[config.mk]
export PLATFORM = sky130hd
export DESIGN_NAME = overlay_peak_ctrl_flat
export DESIGN_NICKNAME = d
export VERILOG_FILES = /design/src/rtl/overlay_peak_if.sv /design/src/rtl/overlay_peak_ctrl.sv /design/src/flat_wrapper.sv
export SDC_FILE = /design/constraint.sdc
export NUM_CORES = 1
export LEC_CHECK = 0
export ABC_AREA = 1
export CAP_MARGIN = 20
export CORE_UTILIZATION = 50
export DETAILED_ROUTE_END_ITERATION = 8
export PLACE_DENSITY = 0.86
export SYNTH_ARGS = -nofsm -noshare
export SYNTH_HDL_FRONTEND = slang
export SYNTH_SLANG_ARGS = --single-unit
[constraint.sdc]
create_clock -name clk -period 2.2 [get_ports clk]
set_clock_uncertainty 0.2 [all_clocks]
set_input_delay 0.44 -clock clk [delete_from_list [all_inputs] [get_ports clk]]
set_output_delay 0.44 -clock clk [all_outputs]
set_load 0.1 [all_outputs]
[src/rtl/overlay_peak_if.sv]
// Detector/overlay bus for overlay_peak_ctrl.
//   frame_start : frame boundary pulse (vertical blanking)
//   freeze      : hold overlay, no commits, no miss counting
//   cand_*      : candidate handshake (valid/ready) with column, row and score
//   peak_*      : registered overlay position
//   marker_en   : overlay marker enable
//   track_state : 0 SEARCH, 1 TRACK, 2 COAST
//   miss_cnt    : consecutive frames without a qualifying candidate
// The master modport is the detector/overlay side; slave is the controller.
interface overlay_peak_if;
  logic        frame_start;
  logic        freeze;
  logic        cand_valid;
  logic        cand_ready;
  logic [4:0]  cand_u;
  logic [4:0]  cand_v;
  logic [15:0] cand_score;
  logic [4:0]  peak_u;
  logic [4:0]  peak_v;
  logic        marker_en;
  logic [1:0]  track_state;
  logic [3:0]  miss_cnt;

  modport master (
    output frame_start, freeze, cand_valid, cand_u, cand_v, cand_score,
    input  cand_ready, peak_u, peak_v, marker_en, track_state, miss_cnt
  );
  modport slave (
    input  frame_start, freeze, cand_valid, cand_u, cand_v, cand_score,
    output cand_ready, peak_u, peak_v, marker_en, track_state, miss_cnt
  );
endinterface

[src/rtl/overlay_peak_ctrl.sv]
// Overlay peak tracker. Keeps the best qualifying candidate of the current
// frame in a shadow, commits it to the overlay at frame_start and runs a
// SEARCH/TRACK/COAST tracker with a saturating miss counter.
//   clk  : single clock
//   rst  : asynchronous active-high reset
//   bus  : overlay_peak_if.slave (candidate handshake, frame control, overlay outputs)
module overlay_peak_ctrl #(
  parameter int          GRID_U         = 32,
  parameter int          GRID_V         = 32,
  parameter logic [15:0] SCORE_MIN      = 16'h0100,
  parameter int          TIMEOUT_FRAMES = 8
) (
  input  logic         clk,
  input  logic         rst,
  overlay_peak_if.slave bus
);
  localparam logic [1:0] ST_SEARCH = 2'd0;
  localparam logic [1:0] ST_TRACK  = 2'd1;
  localparam logic [1:0] ST_COAST  = 2'd2;
  // 6-bit grid limits so a limit of 32 still compares correctly against 5-bit indices
  localparam logic [5:0] GU_LIM = GRID_U[5:0];
  localparam logic [5:0] GV_LIM = GRID_V[5:0];
  localparam logic [3:0] TO_LIM = TIMEOUT_FRAMES[3:0];

  logic [1:0]  state_q, state_d;
  logic [3:0]  miss_q, miss_d;
  logic [4:0]  pu_q, pu_d, pv_q, pv_d;
  logic        marker_q, marker_d;
  logic        sh_valid_q, sh_valid_d;
  logic [4:0]  sh_u_q, sh_u_d, sh_v_q, sh_v_d;
  logic [15:0] sh_score_q, sh_score_d;

  logic        ready, accept, qualify, base_valid, sh_load, commit;
  logic [3:0]  miss_inc;

  assign ready   = !bus.freeze && !rst;
  assign accept  = bus.cand_valid && ready;
  assign qualify = accept && (bus.cand_score >= SCORE_MIN) &&
                   ({1'b0, bus.cand_u} < GU_LIM) && ({1'b0, bus.cand_v} < GV_LIM);
  assign commit  = bus.frame_start && !bus.freeze;
  assign miss_inc = (miss_q == 4'hF) ? 4'hF : miss_q + 4'd1;

  // Shadow: a candidate on the frame_start edge belongs to the new frame,
  // so it competes against the cleared shadow. Ties keep the earlier one.
  always_comb begin
    base_valid = bus.frame_start ? 1'b0 : sh_valid_q;
    sh_load    = qualify && (!base_valid || (bus.cand_score > sh_score_q));
    sh_valid_d = base_valid | sh_load;
    sh_u_d     = sh_load ? bus.cand_u     : sh_u_q;
    sh_v_d     = sh_load ? bus.cand_v     : sh_v_q;
    sh_score_d = sh_load ? bus.cand_score : sh_score_q;
  end

  // State register
  always_ff @(posedge clk or posedge rst) begin
    if (rst) begin
      state_q    <= ST_SEARCH;
      miss_q     <= '0;
      pu_q       <= '0;
      pv_q       <= '0;
      marker_q   <= 1'b0;
      sh_valid_q <= 1'b0;
      sh_u_q     <= '0;
      sh_v_q     <= '0;
      sh_score_q <= '0;
    end else begin
      state_q    <= state_d;
      miss_q     <= miss_d;
      pu_q       <= pu_d;
      pv_q       <= pv_d;
      marker_q   <= marker_d;
      sh_valid_q <= sh_valid_d;
      sh_u_q     <= sh_u_d;
      sh_v_q     <= sh_v_d;
      sh_score_q <= sh_score_d;
    end
  end

  // Next-state
  always_comb begin
    state_d = state_q;
    miss_d  = miss_q;
    pu_d    = pu_q;
    pv_d    = pv_q;
    if (state_q == 2'd3) begin
      state_d = ST_SEARCH;          // illegal encoding recovers on any edge
    end else if (commit) begin
      if (sh_valid_q) begin
        state_d = ST_TRACK;
        miss_d  = '0;
        pu_d    = sh_u_q;
        pv_d    = sh_v_q;
      end else begin
        miss_d = miss_inc;
        case (state_q)
          ST_TRACK, ST_COAST: state_d = (miss_inc >= TO_LIM) ? ST_SEARCH : ST_COAST;
          default:            state_d = ST_SEARCH;
        endcase
      end
    end
  end

  // Output logic: marker tracks the next state so it updates with the state register
  always_comb begin
    marker_d = (state_d == ST_TRACK) || (state_d == ST_COAST);
  end

  assign bus.cand_ready  = ready;
  assign bus.peak_u      = pu_q;
  assign bus.peak_v      = pv_q;
  assign bus.marker_en   = marker_q;
  assign bus.track_state = state_q;
  assign bus.miss_cnt    = miss_q;
endmodule
[src/flat_wrapper.sv]
// flat-port wrapper written by rule: the top's interface ports become plain ports
module overlay_peak_ctrl_flat 
#(
  parameter int          GRID_U         = 32,
  parameter int          GRID_V         = 32,
  parameter logic [15:0] SCORE_MIN      = 16'h0100,
  parameter int          TIMEOUT_FRAMES = 8
)
  (clk, rst, bus_frame_start, bus_freeze, bus_cand_valid, bus_cand_u, bus_cand_v, bus_cand_score, bus_cand_ready, bus_peak_u, bus_peak_v, bus_marker_en, bus_track_state, bus_miss_cnt);
  overlay_peak_if bus_i ();
  input  logic clk;
  input  logic rst;
  input wire logic [$bits(bus_i.frame_start)-1:0] bus_frame_start;
  input wire logic [$bits(bus_i.freeze)-1:0] bus_freeze;
  input wire logic [$bits(bus_i.cand_valid)-1:0] bus_cand_valid;
  input wire logic [$bits(bus_i.cand_u)-1:0] bus_cand_u;
  input wire logic [$bits(bus_i.cand_v)-1:0] bus_cand_v;
  input wire logic [$bits(bus_i.cand_score)-1:0] bus_cand_score;
  output wire logic [$bits(bus_i.cand_ready)-1:0] bus_cand_ready;
  output wire logic [$bits(bus_i.peak_u)-1:0] bus_peak_u;
  output wire logic [$bits(bus_i.peak_v)-1:0] bus_peak_v;
  output wire logic [$bits(bus_i.marker_en)-1:0] bus_marker_en;
  output wire logic [$bits(bus_i.track_state)-1:0] bus_track_state;
  output wire logic [$bits(bus_i.miss_cnt)-1:0] bus_miss_cnt;
  assign bus_i.frame_start = bus_frame_start;
  assign bus_i.freeze = bus_freeze;
  assign bus_i.cand_valid = bus_cand_valid;
  assign bus_i.cand_u = bus_cand_u;
  assign bus_i.cand_v = bus_cand_v;
  assign bus_i.cand_score = bus_cand_score;
  assign bus_cand_ready = bus_i.cand_ready;
  assign bus_peak_u = bus_i.peak_u;
  assign bus_peak_v = bus_i.peak_v;
  assign bus_marker_en = bus_i.marker_en;
  assign bus_track_state = bus_i.track_state;
  assign bus_miss_cnt = bus_i.miss_cnt;
  overlay_peak_ctrl #(.GRID_U(GRID_U), .GRID_V(GRID_V), .SCORE_MIN(SCORE_MIN), .TIMEOUT_FRAMES(TIMEOUT_FRAMES)) u_core (.clk(clk), .rst(rst), .bus(bus_i));
endmodule
# Yosys cells after proc, flatten, opt, wreduce, memory -nomap -nowiden
# Index checks and enable logic that the tools add are counted.
# totals
ff_bits,44
out_inout_bits,18
wordCells,42
# op_classes
n_addsub,1
magnitude_cmp,3
n_eq_ne,6
n_mux,8
n_bitwise,2
reduce_logical,13
# ops
op,n
$ge A16 B9 Y1 const B,1
$gt A16 B16 Y1,1
$mux W2,5
$mux W4,2
$eq A2 B2 Y1 const B,3
$logic_and A1 B1 Y1,5
$add A4 B1 Y4 const B,1
$eq A2 B1 Y1 const B,2
$eq A4 B4 Y1 const B,1
$ge A4 B4 Y1 const B,1
$logic_not A1 Y1,3
$reduce_and A3 Y1,1
$logic_or A1 B1 Y1,2
$reduce_and A2 Y1,1
$reduce_or A2 Y1,1
$mux W1,1
$not A1 Y1,1
$or A1 B1 Y1,1

# Logic depth before layout (Yosys ltp)
# Gate-level depths: netlist of the first run.
# logic_depth
word_depth,10
mapped_depth,17
ltp_nobuf,16

# Worst setup path before layout of the first run
# OpenSTA, ideal clock, no wires.
# synth_timing
path_type,input-to-reg
startpoint,in bus_freeze
endpoint,reg u_core.sh_score_q[0]
arrival_time_ps,2101
setup_slack_ps,-217
cell_stages,7
path_buffers,1
cell_sequence,nor2_2 -> nand2_1 -> a21oi_2 -> nand2_4 -> buf_6 -> nand2_1 -> nand2_1
# synth_via
elab_chain_len,5
# synth_lines
element,line_no,source
from (decl),flat_wrapper.sv:14,input wire logic [$bits(bus_i.freeze)-1:0] bus_freeze;
$logic_not A1 Y1,overlay_peak_ctrl.sv:36,assign ready = !bus.freeze && !rst;
$logic_and A1 B1 Y1,overlay_peak_ctrl.sv:36,
$logic_and A1 B1 Y1,overlay_peak_ctrl.sv:37,assign accept = bus.cand_valid && ready;
$logic_and A1 B1 Y1,overlay_peak_ctrl.sv:38,assign qualify = accept && (bus.cand_score >= SCORE_MIN) &&
$logic_and A1 B1 Y1,overlay_peak_ctrl.sv:47,sh_load = qualify && (!base_valid || (bus.cand_score > sh_score_q));
to (signal assigned),overlay_peak_ctrl.sv:75,sh_score_q <= sh_score_d;
to (decl),overlay_peak_ctrl.sv:31,"logic [15:0] sh_score_q, sh_score_d;"
# Every way passes these cells.
# A chain may end at the register's enable or synchronous reset.

# Final worst setup path of the first run
# layout_timing
startpoint,reg u_core.sh_score_q[11]
endpoint,reg u_core.sh_v_q[1]
# layout_via
elab_chain_len,3
# layout_lines
element,line_no,source
$gt A16 B16 Y1,overlay_peak_ctrl.sv:47,
$logic_or A1 B1 Y1,overlay_peak_ctrl.sv:47,
$logic_and A1 B1 Y1,overlay_peak_ctrl.sv:47,
to (signal assigned),overlay_peak_ctrl.sv:74,sh_v_q <= sh_v_d;
to (decl),overlay_peak_ctrl.sv:30,"logic [4:0] sh_u_q, sh_u_d, sh_v_q, sh_v_d;"
# Every way passes these cells.

==> results.cfg, run 1 <==
[detailed_routing]
drt_wl_total_um = 5930
remaining_drc_errors = 0
vias = 2146
ant_nets = 0
wl_per_cell_um = 14.8
dr.pass1.iters = 4
drt-initial-drc-count = 203
viasPerCell = 5.35

[clocking]
cts-root-buf = clkbuf_8
cts_tree = done
clk_pin_slew_ps = 90
clk_path_buf_depth = 2
hold_buffers = 0
cts.sinks = 44
insertion_delay_ps = 300
post_cts_buffers = 0
numCtsBuffers = 5
cts-htree-levels = 2

[place]
hpwl_um = 3690
placed_cell_area_sq_um = 2940
dpl.cell_count = 387
place.gp.congestion = 0.856
port_buffers = 48

[run]
cap_violations = 0

[critical_path]
crit_chain = inv_1, ha_4, nand4_1, nor3_2, nand3_1, nand2_2, nand2_4, clkbuf_16, nand3_1, nand2_1
crit_arrival_ps = 2140
slowest_delay_ps = 390
critPathSlowestCell = dfrtp_1
worstReg2RegEnd = u_core.sh_v_q[1]
cp_max_fo = 5
r2r_start = u_core.sh_score_q[11]
cp_common_cell = nand3_1
cp-endpoint = u_core.sh_v_q[1]
crit_start = u_core.sh_score_q[11]
critical_path_class = flop to flop
cp-end-kind = flop
reg2reg_setup_slack_ps = 60
critical_path_required_ps = 2200
startpoint_type = flop
r2r_cells = 10

[sta]
setup_viol = 0
fin_setup_tns_ps = 0
timing.final.crit_period_ps = 2140
hold_violations = 0
period_share = 0.973
worstMarginPinSlew_ps = 491
max_slew_margin = 0.670
max_freq_ghz = 0.467
slew_viol_final = 0

[yosys]
ys_types = 24
synth.most_common_cell = nand2_1
postSynthNetCount = 325
synth-seq-area-share = 0.484
yosys-top-cells-area = dfrtp_1 48%, nand2_1 17%, ha_1 9.9%, nand3_1 7.0%, inv_1 5.1%
synth_top_area_frac = 0.484
async_reset_ff_frac = 1.00
synthCells = 276
synth_area_leader_cell = dfrtp_1
ys_seq_elements = 44
synth_warnings = 0
synth_top_flop_cell = dfrtp_1
syn_area_sq_um = 2280
synth_edf_count = 0
synth_common_cells = 106 x nand2_1, 44 x dfrtp_1, 32 x nand3_1, 31 x inv_1, 18 x ha_1
synth_area_per_cell_sq_um = 8.25

[grt]
grt_max_degree = 32
grt-ovfl-total = 0
antenna_found_initial = 0
grt_pass1_wl_um = 8800
grt_use_total = 0.227
grt_pass1_vias = 2012

[floorplan]
start_util = 0.523
dieHeight_um = 69.5
core-area_sq_um = 4350
dieWidth_um = 69.5
ios = 49
die_area_sq_um = 4830
rows = 24

[final_layout]
post-route-util = 0.767
area_growth_pct = 46.7
antenna_cells = 0
nNetsFinal = 397
fin_cells = 401
design_area_sq_um = 3340
drive_above_1_share = 0.212

[pwr]
swShare = 0.465
combPwrFrac = 0.480
power_density_nw_per_um2 = 1040
leakagePower_nw = 1.85
finalPower_w = 0.00347
clock_power_share = 0.190
p_int_w = 0.00186
peakVddDrop_uv = 462
seqPwrFrac = 0.330
power.switching_w = 0.00161

[run_status]
status = completed

[min_path]
hold_path.class = primary input to flop
[sequential cells by signal (all words and copies together) (netlist names)]
| signal | flops |
|---|---|
| u_core.sh_u_q | 5 |
| u_core.sh_v_q | 5 |
| u_core.sh_score_q | 16 |
| u_core.sh_valid_q | 1 |
| u_core.bus.marker_en | 1 |
| u_core.bus.track_state | 2 |
| u_core.bus.peak_u | 5 |
| u_core.bus.miss_cnt | 4 |
| u_core.bus.peak_v | 5 |
[worst min-delay path by stage]
stage                                startpoint                    end  cells after the start
after global routing          bus_cand_score[6]   u_core.sh_score_q[6]                      3
after CTS                  u_core.bus.peak_v[3]   u_core.bus.peak_v[3]                      2
final                         bus_cand_score[0]   u_core.sh_score_q[0]                      3
after detailed placement   u_core.bus.peak_v[3]   u_core.bus.peak_v[3]                      2
after global placement     u_core.sh_score_q[1]   u_core.sh_score_q[1]                      2
after floorplan           u_core.sh_score_q[10]  u_core.sh_score_q[10]                      2
[metal layers]
metal	up-vias	part of all wire	global-route usage
met3	5	0.044	0.0407
met1	1035	0.41	0.290
met5	-	0	0
li1	1023	-	-
met2	83	0.53	0.389
met4	0	0.0074	0.0748
[worst max-delay path: cells and delay by family (launching register included)]
family,cells,cell delay (ps)
fa+ha+maj,1,270
buf+inv,2,290
flops,1,390
simple gates,7,880
[cells by family (layout without fill, tap and decap cells)]
| group | after synthesis | in the layout | synth area share |
|---|---|---|---|
| compound gates | 20 | 20 | 0.0500 |
| xor+xnor | 1 | 1 | 0.00385 |
| simple gates | 154 | 157 | 0.286 |
| flops | 44 | 44 | 0.484 |
| fa+ha+maj | 18 | 18 | 0.0990 |
| buf+inv | 39 | 109 | 0.0770 |
[power groups by stage]
| stage | Combinational (W) | Sequential, W | Clock [W] |
|---|---|---|---|
| after floorplan | 0.000390 | 0.00188 | 0 |
| after global placement | 0.00153 | 0.00115 | 0 |
| after detailed placement | 0.00157 | 0.00116 | 0 |
| after CTS | 0.00158 | 0.00114 | 0.000662 |
| after global routing | 0.00178 | 0.00117 | 0.000702 |
| final | 0.00167 | 0.00115 | 0.000659 |
[final cells by class]
| type | instances | area (sq um) |
|---|---|---|
| Clock buffer | 6 | 82.6 |
| Sequential cell | 44 | 1100 |
| Tap cell | 52 | 65.1 |
| Clock inverter | 2 | 38.8 |
| Inverter | 32 | 120 |
| Multi-Input combinational cell | 196 | 1180 |
| Fill cell | 278 | 1020 |
| Timing Repair Buffer | 69 | 751 |
[layout by cell type (no fill, tap or decap), drive strengths merged]
master	count
a21o	3
a21oi	10
a31oi	1
buf	37
bufinv	1
clkbuf	8
clkdlybuf4s50	14
clkinv	2
dfrtp	44
dlymetal6s2s	16
ha	18
inv	31
nand2	111
nand3	32
nand4	1
nor2	9
nor3	1
nor4	2
o21ai	5
o22ai	1
or2	1
xor2	1
[stage by stage]
stage / setup slack (ps) / hold slack [ps]
2_1_floorplan: 133 / 242
4_1_cts: 45.6 / 281
3_5_place_dp: -309 / 260
5_1_grt: -69.8 / 246
6_report: 60.4 / 215
3_3_place_gp: -244 / 255
[timing repair]
action | in CTS | in global routing
gates cloned | 0 | 6
setup endpoints to repair | 4 | 26
gates resized for setup | 1 | 35
pin swaps | 0 | 16
(Power assumes the default switching activity.)
==> run 2: changes to the inputs <==
--- a/config.mk
+++ b/config.mk
@@ -7,9 +7,10 @@
 export LEC_CHECK = 0
 export ABC_AREA = 1
 export CAP_MARGIN = 20
-export CORE_UTILIZATION = 50
+export CORE_UTILIZATION = 40
 export DETAILED_ROUTE_END_ITERATION = 8
-export PLACE_DENSITY = 0.86
+export HOLD_SLACK_MARGIN = 0.12
+export PLACE_DENSITY = 0.72
 export SYNTH_ARGS = -nofsm -noshare
 export SYNTH_HDL_FRONTEND = slang
 export SYNTH_SLANG_ARGS = --single-unit
==> results.cfg, run 2 (same netlist as run 1, synthesis figures left out) <==
[min_path]
hold_path.class = primary input to flop

[detailed_routing]
wl_met1_um = 2370
ant_nets = 0
viasPerCell = 4.77
drt_wl_total_um = 5500
remaining_drc_errors = 0
wl_met2_um = 2850
wl_met3_um = 220
dr.pass1.iters = 4
drt-initial-drc-count = 106
vias = 1999
wl_per_cell_um = 13.1
top_layer = met4

[grt]
grt_max_degree = 45
antenna_found_initial = 0
grt_pass1_wl_um = 8260
grt_use_total = 0.173
grt_pass1_vias = 1900
grt-ovfl-total = 0

[clocking]
clk_path_buf_depth = 2
numCtsBuffers = 5
cts_tree = done
hold_buffers = 0
cts-htree-levels = 2
clk_pin_slew_ps = 90
insertion_delay_ps = 300
post_cts_buffers = 0
cts.sinks = 44
cts-root-buf = clkbuf_8

[critical_path]
crit_start = bus_cand_score[12]
crit_arrival_ps = 2150
cp_max_fo = 7
startpoint_type = primary input
worstReg2RegEnd = u_core.sh_score_q[12]
cp-end-kind = flop
cp-endpoint = u_core.sh_score_q[12]
r2r_cells = 10
critical_path_required_ps = 2190
reg2reg_setup_slack_ps = 120
critical_path_class = primary input to flop
r2r_start = u_core.sh_score_q[10]

[sta]
max_freq_ghz = 0.463
max_slew_margin = 0.665
setup_viol = 0
period_share = 0.981
hold_violations = 0
worstMarginPinSlew_ps = 497
timing.final.crit_period_ps = 2160
slew_viol_final = 0

[pwr]
finalPower_w = 0.00344
leakagePower_nw = 1.82
seqPwrFrac = 0.331
clock_power_share = 0.186
p_int_w = 0.00183
peakVddDrop_uv = 753
power_density_nw_per_um2 = 1030
swShare = 0.467
power.switching_w = 0.00160
combPwrFrac = 0.483

[floorplan]
rows = 27
ios = 49
start_util = 0.413
dieWidth_um = 77.4
die_area_sq_um = 6000
dieHeight_um = 77.4
core-area_sq_um = 5510

[final_layout]
final_cell_mix = 103 x nand2_1, 42 x dfrtp_1, 32 x nand3_1
nNetsFinal = 395
regMostFlops = u_core.sh_score_q
fillers = 465
antenna_cells = 0
area_growth_pct = 47.2
largest_register_ffs = 16
design_area_sq_um = 3350
drive_above_1_share = 0.205
final_common_cell = nand2_1

[place]
place.gp.congestion = 0.795
port_buffers = 48
hpwl_um = 3600
placed_cell_area_sq_um = 2960

[run]
cap_violations = 0

[run_status]
status = completed
[run 2: worst min-delay path by stage]
stage,slack (ps),cells after the start,from,end
floorplan,240,2,u_core.sh_score_q[10],u_core.sh_score_q[10]
global placement,250,2,u_core.sh_score_q[2],u_core.sh_score_q[2]
detailed placement,260,2,u_core.bus.peak_v[0],u_core.bus.peak_v[0]
CTS,280,2,u_core.bus.peak_v[0],u_core.bus.peak_v[0]
global route,240,3,bus_cand_score[0],u_core.sh_score_q[0]
finish,230,3,bus_cand_score[2],u_core.sh_score_q[2]
[run 2: worst max-delay path, stage by stage]
cell	delay, ps
clkdlybuf4s50_1	500
ha_1	250
nand2_2	90
nor2_1	60
a21oi_2	150
nand2_1	80
nand2_2	120
nand2_8	120
clkbuf_16	210
nand3_1	70
nand2_1	60
[run 2: metrics by stage]
stage	TNS, ps	hold slack, ps	instances	worst slack, ps	utilization
global placement	-7880	253	406	-315	0.537
floorplan	0	242	276	133	-
finish	0	233	419	42.2	0.608
global route	-14.4	245	419	-6.86	0.608
CTS	0	282	414	4.98	0.560
detailed placement	-8570	260	406	-361	0.537
[run 2: what timing repair did]
item,in CTS,in global routing
cloned,0,5
setup endpoints to repair,26,26
pin swaps,0,15
gates resized for setup,2,32
[run 2: layout make-up]
cell class | instances | area [sq um] | share of cell area
Multi-Input combinational cell | 195 | 1190 | 0.354
Clock inverter | 3 | 46.3 | 0.0138
Clock buffer | 5 | 68.8 | 0.0205
Sequential cell | 44 | 1100 | 0.329
Tap cell | 72 | 90.1 | 0.0269
Inverter | 32 | 120 | 0.0359
Timing Repair Buffer | 68 | 734 | 0.219
[run 2: power groups by stage]
stage / Sequential (W) / Combinational [W] / Clock [W]
after floorplan: 0.00188 / 0.000390 / 0
after global placement: 0.00115 / 0.00154 / 0
after detailed placement: 0.00115 / 0.00156 / 0
after CTS: 0.00114 / 0.00157 / 0.000648
after global routing: 0.00116 / 0.00177 / 0.000684
final: 0.00114 / 0.00166 / 0.000639
[run 2: metal layers]
| metal | track usage | vias up |
|---|---|---|
| li1 | - | 1017 |
| met1 | 0.213 | 922 |
| met2 | 0.305 | 54 |
| met3 | 0.0329 | 6 |
| met4 | 0.0509 | 0 |
| met5 | 0 | - |
